$ cat src/rtl/gcd_rr_arbiter.sv
// gcd_rr_arbiter
// Shares a single gcd core among NREQ requesters. A round-robin arbiter picks
// one requester at a time, the FSM issues the operands to the core, waits for
// its result and returns it tagged with the requester index. Only one
// operation is ever in flight.
//
// Build option:
//   GCD_ARB_ZERO_BYPASS_EN  when defined, an operation with a zero operand is
//                           answered directly (result = a | b) without using
//                           the core. When undefined, every operation goes
//                           through the core.
//
// state   | meaning
// --------+-----------------------------------------------------------------
// S_IDLE  | arbitrating; req_ready_o shows the one-hot grant
// S_ISSUE | operands presented; start pulsed once the core is not busy
// S_WAIT  | waiting for the core result pulse
// S_RESP  | response held on rsp_* until the consumer accepts it

module gcd_rr_arbiter #(
    parameter int NREQ  = 4,
    parameter int WIDTH = 4,
    parameter int IDW   = $clog2(NREQ)
) (
    input  logic                  clk_i,
    input  logic                  rst_ni,
    input  logic [NREQ-1:0]       req_valid_i,
    input  logic [NREQ*WIDTH-1:0] req_a_i,
    input  logic [NREQ*WIDTH-1:0] req_b_i,
    output logic [NREQ-1:0]       req_ready_o,
    output logic                  gcd_start_o,
    output logic [WIDTH-1:0]      gcd_a_o,
    output logic [WIDTH-1:0]      gcd_b_o,
    input  logic                  gcd_busy_i,
    input  logic                  gcd_valid_i,
    input  logic [WIDTH-1:0]      gcd_result_i,
    output logic                  rsp_valid_o,
    output logic [IDW-1:0]        rsp_id_o,
    output logic [WIDTH-1:0]      rsp_data_o,
    input  logic                  rsp_ready_i
);

    typedef enum logic [1:0] {
        S_IDLE  = 2'd0,
        S_ISSUE = 2'd1,
        S_WAIT  = 2'd2,
        S_RESP  = 2'd3
    } state_t;

    state_t           r_state;
    logic [IDW-1:0]   r_ptr;
    logic [IDW-1:0]   r_id;
    logic [WIDTH-1:0] r_a;
    logic [WIDTH-1:0] r_b;
    logic [WIDTH-1:0] r_result;
    logic             r_rsp_valid;

    logic             w_found;
    logic [IDW-1:0]   w_grant;
    logic [NREQ-1:0]  w_grant_oh;
    logic             w_accept;
    logic [WIDTH-1:0] w_sel_a;
    logic [WIDTH-1:0] w_sel_b;
`ifdef GCD_ARB_ZERO_BYPASS_EN
    logic             w_zero_op;
`endif

    // Round-robin search: first valid requester after the last one served.
    always_comb begin
        w_found = 1'b0;
        w_grant = '0;
        for (int k = 1; k <= NREQ; k++) begin
            if (!w_found && req_valid_i[IDW'((int'(r_ptr) + k) % NREQ)]) begin
                w_found = 1'b1;
                w_grant = IDW'((int'(r_ptr) + k) % NREQ);
            end
        end
    end

    // Grant decode and operand selection for the winning requester.
    always_comb begin
        w_grant_oh = NREQ'(1) << w_grant;
        w_accept   = (r_state == S_IDLE) && w_found;
        w_sel_a    = req_a_i[w_grant*WIDTH +: WIDTH];
        w_sel_b    = req_b_i[w_grant*WIDTH +: WIDTH];
    end

`ifdef GCD_ARB_ZERO_BYPASS_EN
    // A zero operand makes the result trivial, so the core can be skipped.
    assign w_zero_op = (w_sel_a == '0) || (w_sel_b == '0);
`endif

    // Ready is only shown while idle; the reset term keeps every output low
    // while reset is held even if requests are already pending.
    assign req_ready_o = (rst_ni && w_accept) ? w_grant_oh : '0;

    // Start must respond to busy in the same cycle, hence combinational.
    assign gcd_start_o = (r_state == S_ISSUE) && !gcd_busy_i;

    assign gcd_a_o     = r_a;
    assign gcd_b_o     = r_b;
    assign rsp_valid_o = r_rsp_valid;
    assign rsp_id_o    = r_id;
    assign rsp_data_o  = r_result;

    // Sequencer: accept, issue to core, collect result, hand back response.
    always_ff @(posedge clk_i or negedge rst_ni) begin
        if (!rst_ni) begin
            r_state     <= S_IDLE;
            r_ptr       <= IDW'(NREQ - 1);
            r_id        <= '0;
            r_a         <= '0;
            r_b         <= '0;
            r_result    <= '0;
            r_rsp_valid <= 1'b0;
        end else begin
            case (r_state)
                S_IDLE: begin
                    if (w_accept) begin
                        r_id <= w_grant;
                        r_a  <= w_sel_a;
                        r_b  <= w_sel_b;
`ifdef GCD_ARB_ZERO_BYPASS_EN
                        if (w_zero_op) begin
                            r_result    <= w_sel_a | w_sel_b;
                            r_rsp_valid <= 1'b1;
                            r_state     <= S_RESP;
                        end else begin
                            r_state <= S_ISSUE;
                        end
`else
                        r_state <= S_ISSUE;
`endif
                    end
                end
                S_ISSUE: begin
                    if (!gcd_busy_i) begin
                        r_state <= S_WAIT;
                    end
                end
                S_WAIT: begin
                    if (gcd_valid_i) begin
                        r_result    <= gcd_result_i;
                        r_rsp_valid <= 1'b1;
                        r_state     <= S_RESP;
                    end
                end
                S_RESP: begin
                    if (rsp_ready_i) begin
                        r_rsp_valid <= 1'b0;
                        r_ptr       <= r_id;
                        r_state     <= S_IDLE;
                    end
                end
                default: begin
                    r_state <= S_IDLE;
                end
            endcase
        end
    end

endmodule
$ cat config.mk
export PLATFORM = sky130hd
export DESIGN_NAME = gcd_rr_arbiter
export DESIGN_NICKNAME = d
export VERILOG_FILES = /design/src/rtl/gcd_rr_arbiter.sv
export SDC_FILE = /design/constraint.sdc
export NUM_CORES = 1
export LEC_CHECK = 0
export CAP_MARGIN = 20
export CORE_MARGIN = 8
export CORE_UTILIZATION = 25
export DETAILED_ROUTE_END_ITERATION = 6
export GPL_ROUTABILITY_DRIVEN = 1
export PLACE_DENSITY = 0.55
export SETUP_SLACK_MARGIN = 0.3
export SYNTH_ARGS = -nofsm -noshare
export SYNTH_HDL_FRONTEND = slang
export SYNTH_SLANG_ARGS = --single-unit
$ cat constraint.sdc
create_clock -name clk_i -period 4.1 [get_ports clk_i]
set_input_delay 0.41 -clock clk_i [delete_from_list [all_inputs] [get_ports clk_i]]
set_output_delay 0.41 -clock clk_i [all_outputs]
set_load 0.005 [all_outputs]
After elaboration in Yosys (flattened, before gate mapping):

Index checks and enable logic that the tools add are counted.

* output and inout port bits: 20
* word-level logic and storage cells: 71
* bits in registers: 19
* input port bits: 45

* reductions and logical operators: 17
* shift operators: 3
* muxes and demuxes: 29
* magnitude comparators: 4
* equal/unequal tests: 7
* add/sub/neg operators: 4

Operator list (count)
* $shiftx 16x5->4: 2
* $lt 2x4->1 const B: 4
* $mux 2: 8
* $mux 1: 14
* $bmux 1 s2: 4
* $ne 2x2->1 const B: 4
* $pmux 2 s4: 1
* $logic_and 1x1->1: 6
* $reduce_and 2->1: 3
* $add 2x1->2 const B: 2
* $add 2x2->2 const B: 2
* $eq 2x2->1 const B: 2
* $logic_not 1->1: 4
* $mux 4: 1
* $reduce_and 4->1: 1
* $shl 1x2->4 const A: 1
* $reduce_and 3->1: 1
* $eq 2x1->1 const B: 1
* $logic_not 2->1: 1
* $pmux 1 s2: 1
* $reduce_bool 2->1: 1

Depth between registers and ports, before layout:

Gate-level depths: netlist of the first run.

* depth in word-level cells: 17
* depth in mapped cells: 7
* gate-level depth less buffers: 7

Least setup slack after synthesis of the first run:

No wires, ideal clock.

* kind: register to register
* start point: reg r_ptr[1]
* end point: reg r_a[0] (netlist: gcd_a_o[0])
* data arrival time: 1680 ps
* path buffers: 0
* stages on the path, launching flop included: 5
* required time: 3974 ps
* clock period less this slack: 1806 ps
* slack: 2294 ps
* library setup time: 126 ps
* cells stage by stage: dfstp_2 nand3b_2 a31oi_4 mux2_2 a221o_1

* longest elaborated chain between the ends: 16
* elaborated cells on any way between the ends: 33
* classes of those cells: 4 x add/sub; 1 x shift; 20 x mux; 8 x reduce/logical

Ends and longest elaborated chain
* start, declared: line 51 `logic [IDW-1:0] r_ptr;`
* start signal, assigned: line 110 `r_ptr <= IDW'(NREQ - 1);`
* start signal, assigned: line 151 `r_ptr <= r_id;`
* parallel branches: the longest is 16 deep, another holds $add 2x1->2
* end signal, assigned: line 121 `r_a <= w_sel_a;`
* end, declared: line 53 `logic [WIDTH-1:0] r_a;`

Several ways; the timed one is not identified. The select of a mux whose other input is x is not followed.
A chain may end at the register's enable or synchronous reset.

Worst setup path after layout of the first run:

* start point: in req_valid_i[1]
* end point: out req_ready_o[2]

* longest elaborated chain between the ends: 16
* elaborated cells on any way between the ends: 30
* classes of those cells: 1 x shift; 21 x mux; 8 x reduce/logical

Ends and longest elaborated chain
* start, declared: line 27 `input logic [NREQ-1:0] req_valid_i,`
* $bmux 1 s2: line 73 `if (!w_found && req_valid_i[IDW'((int'(r_ptr) + k) % NREQ)]) begin`
* $mux 1 (not written as such) (2 in a row): line 73
* $mux 1: line 73
* $logic_not 1->1: line 73
* $logic_and 1x1->1: line 73
* $mux 1: line 73
* $logic_not 1->1: line 73
* $logic_and 1x1->1: line 73
* $mux 1: line 73
* $logic_not 1->1: line 73
* $logic_and 1x1->1: line 73
* $mux 1: line 73
* $logic_and 1x1->1: line 83 `w_accept = (r_state == S_IDLE) && w_found;`
* $logic_and 1x1->1: line 95 `assign req_ready_o = (rst_ni && w_accept) ? w_grant_oh : '0;`
* $mux 4 *: line 95
* end, declared: line 30 `output logic [NREQ-1:0] req_ready_o,`

Every way passes the cells marked *; elsewhere a longest branch is shown, timed or not. The select of a mux whose other input is x is not followed.

==> flow_summary.yaml, run 1 <==
outcome:
  status: "completed"
synth:
  synth.area.mux_share_pct: 19.83
  synthArstFlopShare_pct: 100.0
  synth_compound_area_share_pct: 15.80
  synth_xor_xnor_area_share_pct: 0
  synth.top_cell.area_share_pct: 36.06
  synth_cells: 112
  synthAdderAreaFrac_pct: 4.242
  synth_ff_type: "dfrtp_1"
  synth_top_family_by_area: "multiplexers"
  yosys_warnings: 0
  ys_ff_latch: 19
  netlist_top_cells_count: "dfrtp_1 (17), mux2_2 (11), mux2i_1 (11), nor3_1 (10), nand2_1 (9)"
  yosys-top-cells-area: "dfrtp_1 (36%), mux2_2 (10%), mux2i_1 (9.3%), a221o_1 (5.1%), dfstp_2 (4.5%)"
  yosysUniqueCellTypes: 30
  ys_seq_area_share_pct: 40.51
  synth-simple-area-share_pct: 14.95
  synth_edf_count: 0
  syn_nets: 161
  synth_top_area_cell: "dfrtp_1"
  synth_area_mm2: 0.001180
  synth.most_common_cell: "dfrtp_1"
  avgSynthCellArea_um2: 10.53
floorplanning:
  start_util_pct: 25.49
  die_h_um: 84.70
  coreArea_mm2: 0.004629
  pin_count: 65
  die_area_mm2: 0.007174
  num_rows: 25
  die_x_um: 84.70
cts:
  cts.hold.buffers_added: 0
  clockBufferDepth: 2
  clock_sinks: 19
  cts_tree: "yes"
  post_cts_buffers: 0
  cts_buffers: 3
  clkLatencyLatePin_ns: 0.25
  cts_resized: 0
  root_buffer: "clkbuf_8"
  htree_levels: 1
  clk_pin_slew_ns: 0.07
timing:
  hold_viol: 0
  slew_viol_final: 0
  fin_tns_setup_ns: 0
  fin_ws_ns: 1.247
  clock_skew_ns: 0.002001
  finalCritPeriodShare_pct: 69.59
  fmax_mhz: 350.5
  min_period_ns: 2.853
  tightest_slew_ns: 0.4985
  max_slew_margin_pct: 66.66
  rsz0062_at_grt: "false"
  setup_viol: 0
worst_setup_path:
  cp-end-kind: "output port"
  critPathArrivalTime_ns: 2.44
  path_delay_family: "buffers and inverters"
  crit_slowest_cell: "clkdlybuf4s50_1"
  cpPeakStageDelay_ns: 0.47
  worstSetupStartpointType: "input pin"
  path_buf_inv: 4
  path_common_cell: "clkdlybuf4s50_1"
  cp.required_ns: 3.69
  critPathKind: "in -> out"
  path_cells: "clkdlybuf4s50_1, nor4_1, nand2b_1, buf_4, inv_1, nand3_1, nor2_1, clkdlybuf4s50_1"
  crit_fanout: 22
grt:
  track_usage_pct: 9.988
  grt_pass1_vias: 1246
  grt_overflow: 0
  antenna_found_initial: 0
  grt_max_degree: 23
  grt_pass1_wl_mm: 5.837
drt:
  ant_nets: 0
  vias: 1114
  drc: 0
  drt-pass1-iter-count: 4
  via_per_inst: 4.781
  drt-initial-drc-count: 32
  wl_per_cell_um: 15.48
  finalWirelength_mm: 3.607
cells_and_area:
  layout-drive-gt1-share_pct: 13.97
  final_area_mm2: 0.001921
  nets: 229
  final_cells: 233
  area_growth_pct: 62.78
  diodes: 0
place:
  place_area_mm2: 0.001874
  dp.cells: 229
  port_buffers: 64
  dp_hpwl_mm: 2.966
  dp_slack_ns: 1.262
  gp_congestion: 0.7572
pwr:
  leakagePower_nw: 0.8043
  power.total_mw: 1.113
  ir_drop_mv: 0.3193
  power_density_mw_per_mm2: 579.5
hold_path:
  hold_class: "in -> async"
run:
  cap_violations: 0
## layout make-up
type	count	area (um2)
Clock buffer	3	41.29
Clock inverter	1	5.005
Fill cell	438	2709
Inverter	5	18.77
Multi-Input combinational cell	84	646.9
Sequential cell	19	478.0
Tap cell	54	67.56
Timing Repair Buffer	67	663.1
## cells in the final DEF, fill, tap and decap left out, types with 2 or more instances in the layout
| cell type | netlist | final |
|---|---|---|
| a211o_1 | 2 | 2 |
| a21oi_1 | 2 | 2 |
| a221o_1 | 6 | 6 |
| buf_4 | 0 | 3 |
| clkbuf_8 | 0 | 3 |
| clkdlybuf4s50_1 | 0 | 64 |
| dfrtp_1 | 17 | 17 |
| dfstp_2 | 2 | 2 |
| ha_1 | 4 | 4 |
| inv_1 | 5 | 5 |
| mux2_2 | 11 | 11 |
| mux2i_1 | 11 | 11 |
| nand2_1 | 9 | 9 |
| nand2b_1 | 5 | 5 |
| nor2_1 | 5 | 5 |
| nor3_1 | 10 | 10 |
| o21ai_0 | 6 | 6 |
## report_power, final
part	internal, mW	switching [mW]
clock network	0.0675	0.0613
registers	0.288	0.0631
logic	0.360	0.273
total	0.716	0.397
## sequential cells by signal (all words and copies together), names as in the netlist
signal,cells
rsp_data_o,4
r_state,2
gcd_a_o,4
rsp_valid_o,1
gcd_b_o,4
rsp_id_o,2
r_ptr,2
## path summary, 6_finish.rpt
check                                     start                endpoint  slack [ns]  cells after the start
setup / recovery                 req_valid_i[1]          req_ready_o[2]        1.25                      8
hold / removal                           rst_ni  gcd_a_o[3]$_DFFE_PN0P_        0.49                      1
setup reg to reg           r_ptr[1]$_DFFE_PN1P_  gcd_b_o[1]$_DFFE_PN0P_        1.88                      5
hold reg to reg            r_ptr[0]$_DFFE_PN1P_    r_ptr[0]$_DFFE_PN1P_        0.50                      2
max in group asynchronous                rst_ni    r_ptr[0]$_DFFE_PN1P_        3.00                      2
min in group clk_i         r_ptr[0]$_DFFE_PN1P_    r_ptr[0]$_DFFE_PN1P_        0.50                      2
## per-layer routing
metal  routed length, um  vias to the layer above  track usage (%)
li1                    -                      541                -
met1                1505                      539            11.06
met2                1864                       32            17.25
met3                 200                        2            3.415
met4                  36                        0            3.560
met5                   0                        -                0
## through the flow
stage	utilization, %	hold slack (ns)
floorplan	-	0.1144
global placement	40.49	0.4884
detailed placement	40.49	0.4979
CTS	41.49	0.4962
global route	41.49	0.5099
finish	41.49	0.4872
## kinds of logic (layout without fill, tap and decap cells)
group                    count (synthesis)  count (layout)
multiplexers                            22              22
buffers and inverters                    9              76
AND/OR/NAND/NOR                         35              35
flip-flops                              19              19
adder cells (fa/ha/maj)                  4               4
AO/OA/AOI/OAI                           23              23
Power figures use the tool's default switching activity.
==> run 2: changes to the inputs <==
Settings changed: PLACE_DENSITY 0.55 to 0.57.
Clock period 4.1 ns to 2.3 ns, I/O delays scaled along.
==> flow_summary.yaml, run 2 (synthesis results as in run 1) <==
cells_and_area:
  layout-drive-gt1-share_pct: 19.68
  mostFrequentLayoutCell: "clkdlybuf4s50_1"
  nets: 238
  diodes: 0
  final_area_mm2: 0.002069
  fin_util_pct: 44.70
  seqCellArea_um2: 478.0
  area_growth_pct: 75.40
  multi_input_area_um2: 680.7
  fillers: 466
  layout_common_cells: "clkdlybuf4s50_1 (59), dfrtp_1 (17), mux2i_1 (11)"
grt:
  grt_max_degree: 22
  use_met1_pct: 10.78
  track_usage_pct: 10.03
  antenna_found_initial: 0
  grt_overflow: 0
  busiest_layer: "met2"
  grtUsageMet2_pct: 18.40
  grt_pass1_wl_mm: 5.878
  grt_pass1_vias: 1289
  groute.layer.met3.usage_pct: 2.341
pwr:
  ir_drop_mv: 0.3172
  power_density_mw_per_mm2: 1048
  leakagePower_nw: 0.9290
  power.total_mw: 2.169
worst_setup_path:
  crit_slowest_cell: "dfstp_2"
  worstSetupStartpointType: "flop"
  path_buf_inv: 3
  path_delay_family: "flip-flops"
  cp-end-kind: "flop"
  path_cells: "buf_6, nand3b_4, a31oi_4, buf_6, buf_12, mux2_2, a221o_1"
  crit_fanout: 5
  cp.required_ns: 2.44
  path_common_cell: "buf_6"
  critPathArrivalTime_ns: 2.12
  critPathKind: "reg -> reg"
  cpPeakStageDelay_ns: 0.59
cts:
  cts_buffers: 3
  cts.hold.buffers_added: 0
  root_buffer: "clkbuf_8"
  clock_sinks: 19
  clockBufferDepth: 2
  clk_pin_slew_ns: 0.07
  cts_tree: "yes"
  htree_levels: 1
  clkLatencyLatePin_ns: 0.25
floorplanning:
  die_x_um: 84.70
  start_util_pct: 25.49
  die_area_mm2: 0.007174
  num_rows: 25
  pin_count: 65
  coreArea_mm2: 0.004629
  die_h_um: 84.70
drt:
  vias: 1131
  drt-pass1-iter-count: 5
  drc: 0
  finalWirelength_mm: 3.764
  via_per_inst: 4.674
  ant_nets: 0
  wl_per_cell_um: 15.55
  drt-initial-drc-count: 35
timing:
  min_period_ns: 1.975
  fmax_mhz: 506.4
  tightest_slew_ns: 0.4439
  clock_skew_ns: 0.003869
  fin_tns_setup_ns: 0
  hold_viol: 0
  hold_ws_ns: 0.3996
  max_slew_margin_pct: 70.40
  rsz0062_at_grt: "true"
  setup_viol: 0
  finalCritPeriodShare_pct: 85.85
  slew_viol_final: 0
outcome:
  status: "completed"
place:
  gp_congestion: 0.7347
  dp_hpwl_mm: 2.974
  port_buffers: 64
  place_area_mm2: 0.001924
run:
  cap_violations: 0
hold_path:
  hold_class: "in -> async"
[run 2: metrics by stage]
stage | setup WS [ns] | instances
after floorplan | 0.4941 | 112
after global placement | 0.1832 | 234
after detailed placement | 0.1524 | 234
after CTS | 0.1345 | 239
after global routing | 0.2369 | 242
final | 0.3254 | 242
[run 2: path summary, 6_finish.rpt]
check,endpoint,cells after the start,from,slack [ns]
worst max-delay path,gcd_b_o[3]$_DFFE_PN0P_,7,r_ptr[1]$_DFFE_PN1P_,0.33
worst min-delay path,gcd_b_o[0]$_DFFE_PN0P_,2,rst_ni,0.40
worst max register to register,gcd_b_o[3]$_DFFE_PN0P_,7,r_ptr[1]$_DFFE_PN1P_,0.33
worst min register to register,gcd_a_o[1]$_DFFE_PN0P_,1,gcd_a_o[1]$_DFFE_PN0P_,0.49
max in group asynchronous,r_ptr[1]$_DFFE_PN1P_,2,rst_ni,1.63
min in group clk_i,gcd_a_o[1]$_DFFE_PN0P_,1,gcd_a_o[1]$_DFFE_PN0P_,0.49
[run 2: cell type report]
cell class,count,area share [%]
Clock buffer,3,1.995
Clock inverter,1,0.2418
Inverter,5,0.9069
Multi-Input combinational cell,84,32.89
Sequential cell,19,23.10
Tap cell,54,3.265
Timing Repair Buffer,76,37.61
[run 2: power breakdown]
| part | switching, mW | total (mW) | internal (mW) |
|---|---|---|---|
| Clock | 0.110 | 0.230 | 0.120 |
| Combinational | 0.526 | 1.31 | 0.781 |
| Sequential | 0.118 | 0.632 | 0.514 |
[run 2: timing repair]
item / CTS / global route
setup buffers: 1 / 2
setup endpoints to repair: 4 / 10
resized for setup: 5 / 11
cloned: 0 / 1
pin swaps: 3 / 4
[run 2: layer usage]
layer / vias up / part of all wire [%]
li1: 563 / -
met1: 527 / 43
met2: 37 / 50
met3: 4 / 5.3
met4: 0 / 1.4
met5: - / 0
[run 2: worst register-to-register path, stage by stage, from the launching register on]
cell and delay [ns]:
dfstp_2 0.59, buf_6 0.12, nand3b_4 0.08, a31oi_4 0.17
buf_6 0.16, buf_12 0.12, mux2_2 0.33, a221o_1 0.31
